**src/rtl/alu_pkg.sv**
```systemverilog
// Shared definitions for the sequential integer divider: FSM state encoding,
// default datapath width and the divide-by-zero quotient pattern.
package alu_pkg;

    localparam int DIV_WIDTH = 32;

    typedef enum logic [1:0] {
        ST_IDLE = 2'd0,
        ST_CALC = 2'd1,
        ST_FIX  = 2'd2,
        ST_DONE = 2'd3
    } state_t;

    localparam logic [DIV_WIDTH-1:0] DZ_QUOT = {DIV_WIDTH{1'b1}};

endpackage

```
**src/rtl/alu_divider_seq_div_step.sv**
```systemverilog
// One radix-2 restoring division step: shift in the next dividend bit,
// trial-subtract the divisor and keep the difference only when non-negative.
module div_step #(
    parameter int WIDTH = 32
) (
    input  logic [WIDTH-1:0] i_rem,
    input  logic             i_bit,
    input  logic [WIDTH-1:0] i_dvs,
    output logic [WIDTH-1:0] o_rem,
    output logic             o_q
);

    logic [WIDTH:0] w_shift;
    logic [WIDTH:0] w_trial;

    assign w_shift = {i_rem, i_bit};
    assign w_trial = w_shift - {1'b0, i_dvs};

    // Restore on a negative trial; the partial remainder is always below the divisor.
    always_comb begin
        o_rem = w_shift[WIDTH-1:0];
        o_q   = 1'b0;
        if (w_trial[WIDTH] == 1'b0) begin
            o_rem = w_trial[WIDTH-1:0];
            o_q   = 1'b1;
        end else begin
            o_rem = w_shift[WIDTH-1:0];
            o_q   = 1'b0;
        end
    end

endmodule

```
**src/rtl/alu_divider_seq.sv**
```systemverilog
// Multi-cycle signed/unsigned divider: magnitude restoring division, one
// quotient bit per clock, sign fix-up, with start/done handshake.
module alu_divider_seq
    import alu_pkg::*;
#(
    parameter int WIDTH = DIV_WIDTH
) (
    input  logic             clk,
    input  logic             rst_n,
    input  logic             start,
    input  logic             is_signed,
    input  logic [WIDTH-1:0] A,
    input  logic [WIDTH-1:0] B,
    output logic             busy,
    output logic             done,
    output logic [WIDTH-1:0] quotient,
    output logic [WIDTH-1:0] remainder,
    output logic             DZ
);

    localparam int CW = $clog2(WIDTH);

    state_t           r_state, w_state_nxt;
    logic [WIDTH-1:0] r_rem, w_rem_nxt;
    logic [WIDTH-1:0] r_dvd, w_dvd_nxt;
    logic [WIDTH-1:0] r_dvs, w_dvs_nxt;
    logic [WIDTH-1:0] r_quot, w_quot_nxt;
    logic [WIDTH-1:0] r_rem_out, w_rem_out_nxt;
    logic [CW-1:0]    r_cnt, w_cnt_nxt;
    logic             r_sign_q, w_sign_q_nxt;
    logic             r_sign_r, w_sign_r_nxt;
    logic             r_busy, w_busy_nxt;
    logic             r_done, w_done_nxt;
    logic             r_dz, w_dz_nxt;

    logic [WIDTH-1:0] w_step_rem;
    logic             w_step_q;
    logic             w_a_neg, w_b_neg, w_ovf;
    logic [WIDTH-1:0] w_a_mag, w_b_mag;

    assign w_a_neg = is_signed & A[WIDTH-1];
    assign w_b_neg = is_signed & B[WIDTH-1];
    assign w_a_mag = w_a_neg ? -A : A;
    assign w_b_mag = w_b_neg ? -B : B;
    assign w_ovf   = is_signed && (A == {1'b1, {(WIDTH-1){1'b0}}}) && (B == {WIDTH{1'b1}});

    div_step #(.WIDTH(WIDTH)) u_step (
        .i_rem (r_rem),
        .i_bit (r_dvd[WIDTH-1]),
        .i_dvs (r_dvs),
        .o_rem (w_step_rem),
        .o_q   (w_step_q)
    );

    // State and datapath registers; reset aborts any operation in flight.
    always_ff @(posedge clk or negedge rst_n) begin
        if (!rst_n) begin
            r_state   <= ST_IDLE;
            r_rem     <= {WIDTH{1'b0}};
            r_dvd     <= {WIDTH{1'b0}};
            r_dvs     <= {WIDTH{1'b0}};
            r_quot    <= {WIDTH{1'b0}};
            r_rem_out <= {WIDTH{1'b0}};
            r_cnt     <= {CW{1'b0}};
            r_sign_q  <= 1'b0;
            r_sign_r  <= 1'b0;
            r_busy    <= 1'b0;
            r_done    <= 1'b0;
            r_dz      <= 1'b0;
        end else begin
            r_state   <= w_state_nxt;
            r_rem     <= w_rem_nxt;
            r_dvd     <= w_dvd_nxt;
            r_dvs     <= w_dvs_nxt;
            r_quot    <= w_quot_nxt;
            r_rem_out <= w_rem_out_nxt;
            r_cnt     <= w_cnt_nxt;
            r_sign_q  <= w_sign_q_nxt;
            r_sign_r  <= w_sign_r_nxt;
            r_busy    <= w_busy_nxt;
            r_done    <= w_done_nxt;
            r_dz      <= w_dz_nxt;
        end
    end

    // Next-state and datapath updates; r_dvd shifts out dividend bits and shifts in quotient bits.
    always_comb begin
        w_state_nxt   = r_state;
        w_rem_nxt     = r_rem;
        w_dvd_nxt     = r_dvd;
        w_dvs_nxt     = r_dvs;
        w_quot_nxt    = r_quot;
        w_rem_out_nxt = r_rem_out;
        w_cnt_nxt     = r_cnt;
        w_sign_q_nxt  = r_sign_q;
        w_sign_r_nxt  = r_sign_r;
        w_busy_nxt    = r_busy;
        w_done_nxt    = 1'b0;
        w_dz_nxt      = r_dz;
        case (r_state)
            ST_IDLE: begin
                if (start) begin
                    w_busy_nxt = 1'b1;
                    if (B == {WIDTH{1'b0}}) begin
                        w_state_nxt   = ST_DONE;
                        w_quot_nxt    = WIDTH'(DZ_QUOT);
                        w_rem_out_nxt = A;
                        w_dz_nxt      = 1'b1;
                        w_done_nxt    = 1'b1;
                    end else if (w_ovf) begin
                        w_state_nxt   = ST_DONE;
                        w_quot_nxt    = A;
                        w_rem_out_nxt = {WIDTH{1'b0}};
                        w_dz_nxt      = 1'b0;
                        w_done_nxt    = 1'b1;
                    end else begin
                        w_state_nxt  = ST_CALC;
                        w_rem_nxt    = {WIDTH{1'b0}};
                        w_dvd_nxt    = w_a_mag;
                        w_dvs_nxt    = w_b_mag;
                        w_sign_q_nxt = w_a_neg ^ w_b_neg;
                        w_sign_r_nxt = w_a_neg;
                        w_cnt_nxt    = CW'(WIDTH - 1);
                    end
                end else begin
                    w_busy_nxt = 1'b0;
                end
            end
            ST_CALC: begin
                w_rem_nxt = w_step_rem;
                w_dvd_nxt = {r_dvd[WIDTH-2:0], w_step_q};
                w_cnt_nxt = r_cnt - CW'(1);
                if (r_cnt == {CW{1'b0}}) begin
                    w_state_nxt = ST_FIX;
                end else begin
                    w_state_nxt = ST_CALC;
                end
            end
            ST_FIX: begin
                w_quot_nxt    = r_sign_q ? -r_dvd : r_dvd;
                w_rem_out_nxt = r_sign_r ? -r_rem : r_rem;
                w_dz_nxt      = 1'b0;
                w_done_nxt    = 1'b1;
                w_state_nxt   = ST_DONE;
            end
            ST_DONE: begin
                w_busy_nxt  = 1'b0;
                w_state_nxt = ST_IDLE;
            end
            default: begin
                w_busy_nxt  = 1'b0;
                w_state_nxt = ST_IDLE;
            end
        endcase
    end

    assign busy      = r_busy;
    assign done      = r_done;
    assign quotient  = r_quot;
    assign remainder = r_rem_out;
    assign DZ        = r_dz;

endmodule

```
**config.mk**
```make
export PLATFORM = sky130hd
export DESIGN_NAME = alu_divider_seq
export DESIGN_NICKNAME = d
export VERILOG_FILES = /design/src/rtl/alu_pkg.sv /design/src/rtl/alu_divider_seq_div_step.sv /design/src/rtl/alu_divider_seq.sv
export SDC_FILE = /design/constraint.sdc
export NUM_CORES = 1
export LEC_CHECK = 0
export ABC_AREA = 1
export BUFFER_PORTS_ARGS = -buffer_cell sky130_fd_sc_hd__buf_4
export CAP_MARGIN = 20
export CORE_UTILIZATION = 55
export CTS_CLUSTER_DIAMETER = 120
export DETAILED_ROUTE_END_ITERATION = 6
export PLACE_DENSITY = 0.78
export SYNTH_ARGS = -nofsm -noshare
export SYNTH_HDL_FRONTEND = slang
export SYNTH_HIERARCHICAL = 1
export SYNTH_SLANG_ARGS = --single-unit
```
**constraint.sdc**
```tcl
create_clock -name clk -period 2.1 [get_ports clk]
set_input_delay 0.21 -clock clk [delete_from_list [all_inputs] [get_ports clk]]
set_output_delay 0.21 -clock clk [all_outputs]
set_load 0.05 [all_outputs]
```
Yosys cells after proc, flatten, opt, wreduce, memory -nomap -nowiden
Index checks and enable logic that the tools add are counted.
Cells by class
  $add $sub $neg: 6
  $mul: 0
  div/mod/pow operators: 0
  $lt $le $gt $ge: 0
  equality and inequality tests: 9
  shift-type cells: 0
  mux-type cells: 41
  bitwise gates (word level): 5
  reduce and logical (&&, ||, !) cells: 11
Operators by type and width (number)
  32-bit two-way mux: 17
  32-bit one-hot mux with 2 select lines: 4
  32-bit negation: 4
  32-bit equality test, second input constant: 2
  33-bit by 32-bit subtractor with 33-bit output: 1
  32-bit zero test: 1
  5-bit two-way mux: 3
  5-bit one-hot mux with 2 select lines: 1
  1-bit two-way mux: 8
  2-bit two-way mux: 4
  2-bit one-hot mux with 4 select lines: 1
  4-bit AND reduction: 2
  2-bit != test, second input constant: 3
  1-bit one-hot mux with 2 select lines: 3
  2-bit nonzero test: 3
  5-bit zero test: 1
  5-bit by 1-bit subtractor with 5-bit output, second input constant: 1
  2-bit equality test, second input constant: 2
  3-bit != test, second input constant: 1
  3-bit AND reduction: 1
  1-bit AND: 2
  2-bit by 1-bit equality test with 1-bit output, second input constant: 1
  1-bit logical AND: 2
  2-bit zero test: 1
  other kinds (2): 3
Storage, ports and cells
  bits in registers: 172
  bits in latches: 0
  bits in writable memories: 0
  bits in read-only memories: 0
  output and inout bits: 67
  word-level logic and storage cells: 84
  memories kept: 0

Logic depth before layout (Yosys ltp)
  word-level depth: 7
  gate-level depth with buffers: 19
  gate-level depth less buffers: 18

By module
Netlist, hierarchy kept.
Modules (own cells, without submodules)
  alu_divider_seq: times used 1, cells an instance 1859, area an instance 11950.2 um^2, sequential area each 4304.1 um^2
  div_step: times used 1, cells an instance 680, area an instance 3150.5 um^2, sequential area each 0.0 um^2

Worst setup path before layout
OpenSTA, ideal clock, no wires.
  path type: flip-flop to flip-flop
  start: register r_dvd[31]
  end: register r_dvd[0]
  arrival: 2.128 ns
  required time: 1.970 ns
  path slack: -0.159 ns
  stages on the path, launching flop included: 19
  clock period less this slack: 2.259 ns
  cell sequence: dfrtp_1 -> inv_1 -> ha_1 -> fa_1 -> inv_1 -> nand2_1 -> nand2_1 -> nand3_1 -> nand2_2 -> nand2_1 -> nand2_2 -> nand2_2 -> nand3_1 -> nand2_4 -> buf_6 -> nand2_1 -> o21ai_0 -> nand2_1 -> o21ai_1
On the way
  word-level cells in the longest chain between the ends: 3
RTL lines
  from (decl): RTL line alu_divider_seq.sv:25  | logic [WIDTH-1:0] r_dvd, w_dvd_nxt;
  from (signal assigned): RTL line alu_divider_seq.sv:60  | r_dvd <= {WIDTH{1'b0}};
  from (signal assigned): RTL line alu_divider_seq.sv:73  | r_dvd <= w_dvd_nxt;
  33-bit by 32-bit subtractor with 33-bit output: RTL line alu_divider_seq_div_step.sv:17  | assign w_trial = w_shift - {1'b0, i_dvs};
  1-bit two-way mux: RTL line alu_divider_seq_div_step.sv:23  | if (w_trial[WIDTH] == 1'b0) begin
  net w_step_q: RTL line alu_divider_seq.sv:37  | logic w_step_q;
  32-bit one-hot mux with 2 select lines: RTL line alu_divider_seq.sv:100  | case (r_state)
The timed path passes the listed nets, and every way through them passes these cells.
A chain may end at the register's enable or synchronous reset.

Worst setup path in the final report
  start: register r_dvd[31]
  end: register r_rem[3]
On the way
  word-level cells in the longest chain between the ends: 3
RTL lines
  33-bit by 32-bit subtractor with 33-bit output: RTL line alu_divider_seq_div_step.sv:17
  32-bit two-way mux: RTL line alu_divider_seq_div_step.sv:23
  net w_step_rem[3]: RTL line alu_divider_seq.sv:36  | logic [WIDTH-1:0] w_step_rem;
  32-bit one-hot mux with 2 select lines: RTL line alu_divider_seq.sv:100
  to (signal assigned): RTL line alu_divider_seq.sv:59  | r_rem <= {WIDTH{1'b0}};
  to (signal assigned): RTL line alu_divider_seq.sv:72  | r_rem <= w_rem_nxt;
  to (decl): RTL line alu_divider_seq.sv:24  | logic [WIDTH-1:0] r_rem, w_rem_nxt;
The timed path passes the listed nets, and every way through them passes these cells.

==> flow_summary.toml <==
[sta]
rsz0062_at_grt = "yes"
finClkSkew_ps = 17.3
finalHoldViolations = 0
fin_crit_sh_pct = 113
finalMaxSlewViolations = 0
period_needed_ps = 2380
setup_violations = 33
setup_slack_ps = -278
tightest_slew_ps = 586
max_freq_mhz = 421
slew_headroom_pct = 60.9

[outcome]
status = "finished with violations"
violations = "DRC, setup timing"

[clocking]
clkLatencyLatePin_ps = 460
tritoncts = "yes"
clock_sinks = 172
path_clk_slew_ps = 70
numCtsBuffers = 17
clock-root-buffer = "clkbuf_16"
cts_max_level = 4
clockBufferDepth = 2

[flow_run]
cap_violations = 0

[synth]
synth_adder_area_share_pct = 3.61
syn_area_per_cell_sq_um = 5.95
synthSimpleGateAreaFrac_pct = 46.0
synth_compound_area_share_pct = 8.46
syn_inst = 2539
ys_seq_area_share_pct = 28.5
synthMuxAreaShare_pct = 0
syn_area_sq_um = 15100
netlist-cell-type-count = 39
synth_seq_cells = 172
synth_warnings = 6
synthXorXnorAreaFrac_pct = 2.44
synth_nets = 2650
synth_top_family_by_area = "simple AND/OR/NAND/NOR gates"

[die]
start_util_pct = 56.0
io_pins = 135
dieArea_sq_um = 28100
die_w_microns = 168
core-area_sq_um = 27000
row_count = 60
die_height_microns = 168

[finish]
syn2layout_area_growth_pct = 28.1
final_layout_size_suffix_gt1_share_pct = 20.1
fin_nets = 2944
stdcell_area_sq_um = 19300
diodes = 0

[grt]
grt_pass1_wl_mm = 88.8
grt_max_degree = 56
grt-ovfl-total = 0
antenna_found_initial = 1
grt_usage_pct = 40.2
grt_pass1_vias = 16900

[critical_path]
arrival_ps = 2770
rrSetupSlack_ps = -280
critPathRequiredTime_ps = 2490
cp-end-kind = "register"
regToRegEndpoint = "r_rem[3]$_DFFE_PN0P_"
worst-path-max-fanout = 7
start_kind = "register"
reg2reg_from = "r_dvd[31]$_DFFE_PN0P_"
cp-startpoint = "r_dvd[31]$_DFFE_PN0P_"
worstSetupPathType = "register to register"
setup.worst_path.end = "r_rem[3]$_DFFE_PN0P_"
reg2reg_depth = 19

[route]
viasPerCell = 5.72
drt_pass1_iterations = 7
routed_wl_mm = 56.5
ant_nets = 0
vias = 18200
drc = 2
wire_per_inst_microns = 17.7
first_iter_violations = 2654

[pwr]
vdd_drop_max_v = 0.00105
leakagePower_nw = 10.6
finalPower_w = 0.0332
powerDensity_nw_per_um2 = 1720

[placement]
dp_hpwl_mm = 43.0
placed_area_sq_um = 18000
place_congestion = 1.01
portBuffers = 134

[hold_path]
min-delay-start = "B[31]"
min_path_type = "input pin to register"
[worst min path at each step]
stage | end | slack (ps) | depth (start not counted)
after CTS | r_dvs[31]$_DFFE_PN0P_ | 20 | 3
after global placement | r_rem[8]$_DFFE_PN0P_ | 220 | 1
after floorplan | DZ$_DFFE_PN0P_ | -90 | 0
after global routing | r_dvs[31]$_DFFE_PN0P_ | 40 | 3
after detailed placement | r_rem[8]$_DFFE_PN0P_ | 220 | 1
final | r_dvs[31]$_DFFE_PN0P_ | 30 | 3
[sequential cells by signal (all words and copies together), names as in the netlist]
signal,cells
r_sign_r,1
r_rem,32
quotient,32
r_cnt,5
r_state,2
r_dvs,32
remainder,32
done,1
r_dvd,32
r_sign_q,1
busy,1
DZ,1
[per-layer routing]
layer	global-route usage [%]	share of wire (%)
met1	57.8	44
met2	60.8	43
met3	6.81	9.6
met4	13.5	3.4
met5	0	0
[cells in the mapped netlist, drive strengths merged]
| cell | count | area, sq um |
|---|---|---|
| o21ai | 167 | 836 |
| o21bai | 8 | 60.1 |
| o22ai | 5 | 31.3 |
| a22oi | 1 | 7.51 |
| nand2 | 995 | 3790 |
| ha | 42 | 526 |
| a21oi | 55 | 283 |
| nor3 | 16 | 80.1 |
| nand3b | 9 | 67.6 |
| clkbuf | 37 | 139 |
| and2 | 5 | 31.3 |
| fa | 1 | 20.0 |
| o211ai | 6 | 45.0 |
| inv | 295 | 1110 |
| nand4 | 37 | 253 |
| buf | 56 | 397 |
| clkinv | 3 | 11.3 |
| o31ai | 2 | 15.0 |
| xor2 | 39 | 342 |
| nor2 | 211 | 840 |
| and3 | 2 | 12.5 |
| or2 | 7 | 43.8 |
| nand3 | 365 | 1840 |
| xnor2 | 3 | 26.3 |
| dfrtp | 172 | 4300 |
[worst max-delay path: stages, from the launching register on]
cell       delay, ps
dfrtp_1          360
inv_1             50
ha_2             190
fa_2             400
inv_2             80
nand2_2           50
nand2_2           70
nand3_2           60
nand2_2           70
nand2_2           60
nand2_4           80
nand2_4           70
nand2_4          100
nand2_4           70
nand2_8          130
clkbuf_16        170
nand2_4           40
nand2_2           60
nand3_1           90
nand2_1          100
[through the flow]
step           hold slack [ps]  utilization (%)  setup slack (ps)  TNS, ps  std cells
6_report                  27.8             71.8              -278    -7360       3187
5_1_grt                   35.8             71.8              -391   -11820       3187
4_1_cts                   16.5             70.1              -153    -3810       3183
3_5_place_dp               219             66.9              -197    -5380       3145
3_3_place_gp               215             66.9              -163    -2570       3145
2_1_floorplan            -85.6                -             -44.3     -699       2539
[power by group]
group          internal [W]  switching (W)  total, W  leakage, nW
combinational       0.00903         0.0150    0.0240         8.13
clock               0.00187        0.00146   0.00332        0.292
sequential          0.00476        0.00116   0.00591         2.21
[kinds of logic (layout without fill, tap and decap cells)]
family	count (synthesis)	count (layout)
AOI/OAI and AO/OA	244	244
xor gates and xnor gates	42	42
adders and majority gates	43	43
buffers and inverters	391	698
DFF	172	172
and+or+nand+nor	1647	1647
[what timing repair did]
action / in CTS / in global routing
pin swaps: 19 / 37
gates resized for setup: 53 / 98
setup endpoints to repair: 34 / 64
setup buffers: 3 / 1
hold buffers: 1 / 0
cloned: 2 / 3
hold endpoints to repair: 50 / 0
[cell type report]
class | instances | area [sq um]
Clock buffer | 21 | 470
Inverter | 298 | 1120
Multi-Input combinational cell | 1976 | 9710
Tap cell | 341 | 427
Clock inverter | 11 | 135
Timing Repair Buffer | 368 | 3170
Fill cell | 2356 | 7610
Sequential cell | 172 | 4300
[placed cells by master, fill, tap and decap left out, types with 4 or more instances in the layout]
master | Yosys | final
a21oi_1 | 53 | 46
a21oi_2 | 2 | 9
and2_1 | 5 | 5
buf_12 | 0 | 25
buf_4 | 19 | 333
buf_6 | 14 | 4
clkbuf_16 | 0 | 20
clkinv_4 | 0 | 4
dfrtp_1 | 172 | 172
ha_1 | 42 | 29
ha_2 | 0 | 5
ha_4 | 0 | 8
inv_1 | 288 | 281
inv_2 | 7 | 14
nand2_1 | 980 | 914
nand2_2 | 12 | 60
nand2_4 | 3 | 19
nand3_1 | 363 | 352
nand3_2 | 2 | 12
nand3b_1 | 9 | 9
nand4_1 | 35 | 35
nor2_1 | 200 | 187
nor2_2 | 7 | 19
nor2_4 | 4 | 5
nor3_1 | 16 | 13
o211ai_1 | 6 | 6
o21ai_0 | 137 | 135
o21ai_1 | 30 | 28
o21ai_2 | 0 | 4
o21bai_1 | 8 | 7
o22ai_1 | 5 | 5
or2_2 | 6 | 6
xor2_1 | 39 | 37
Note: power is estimated with default switching activity, not from simulation.
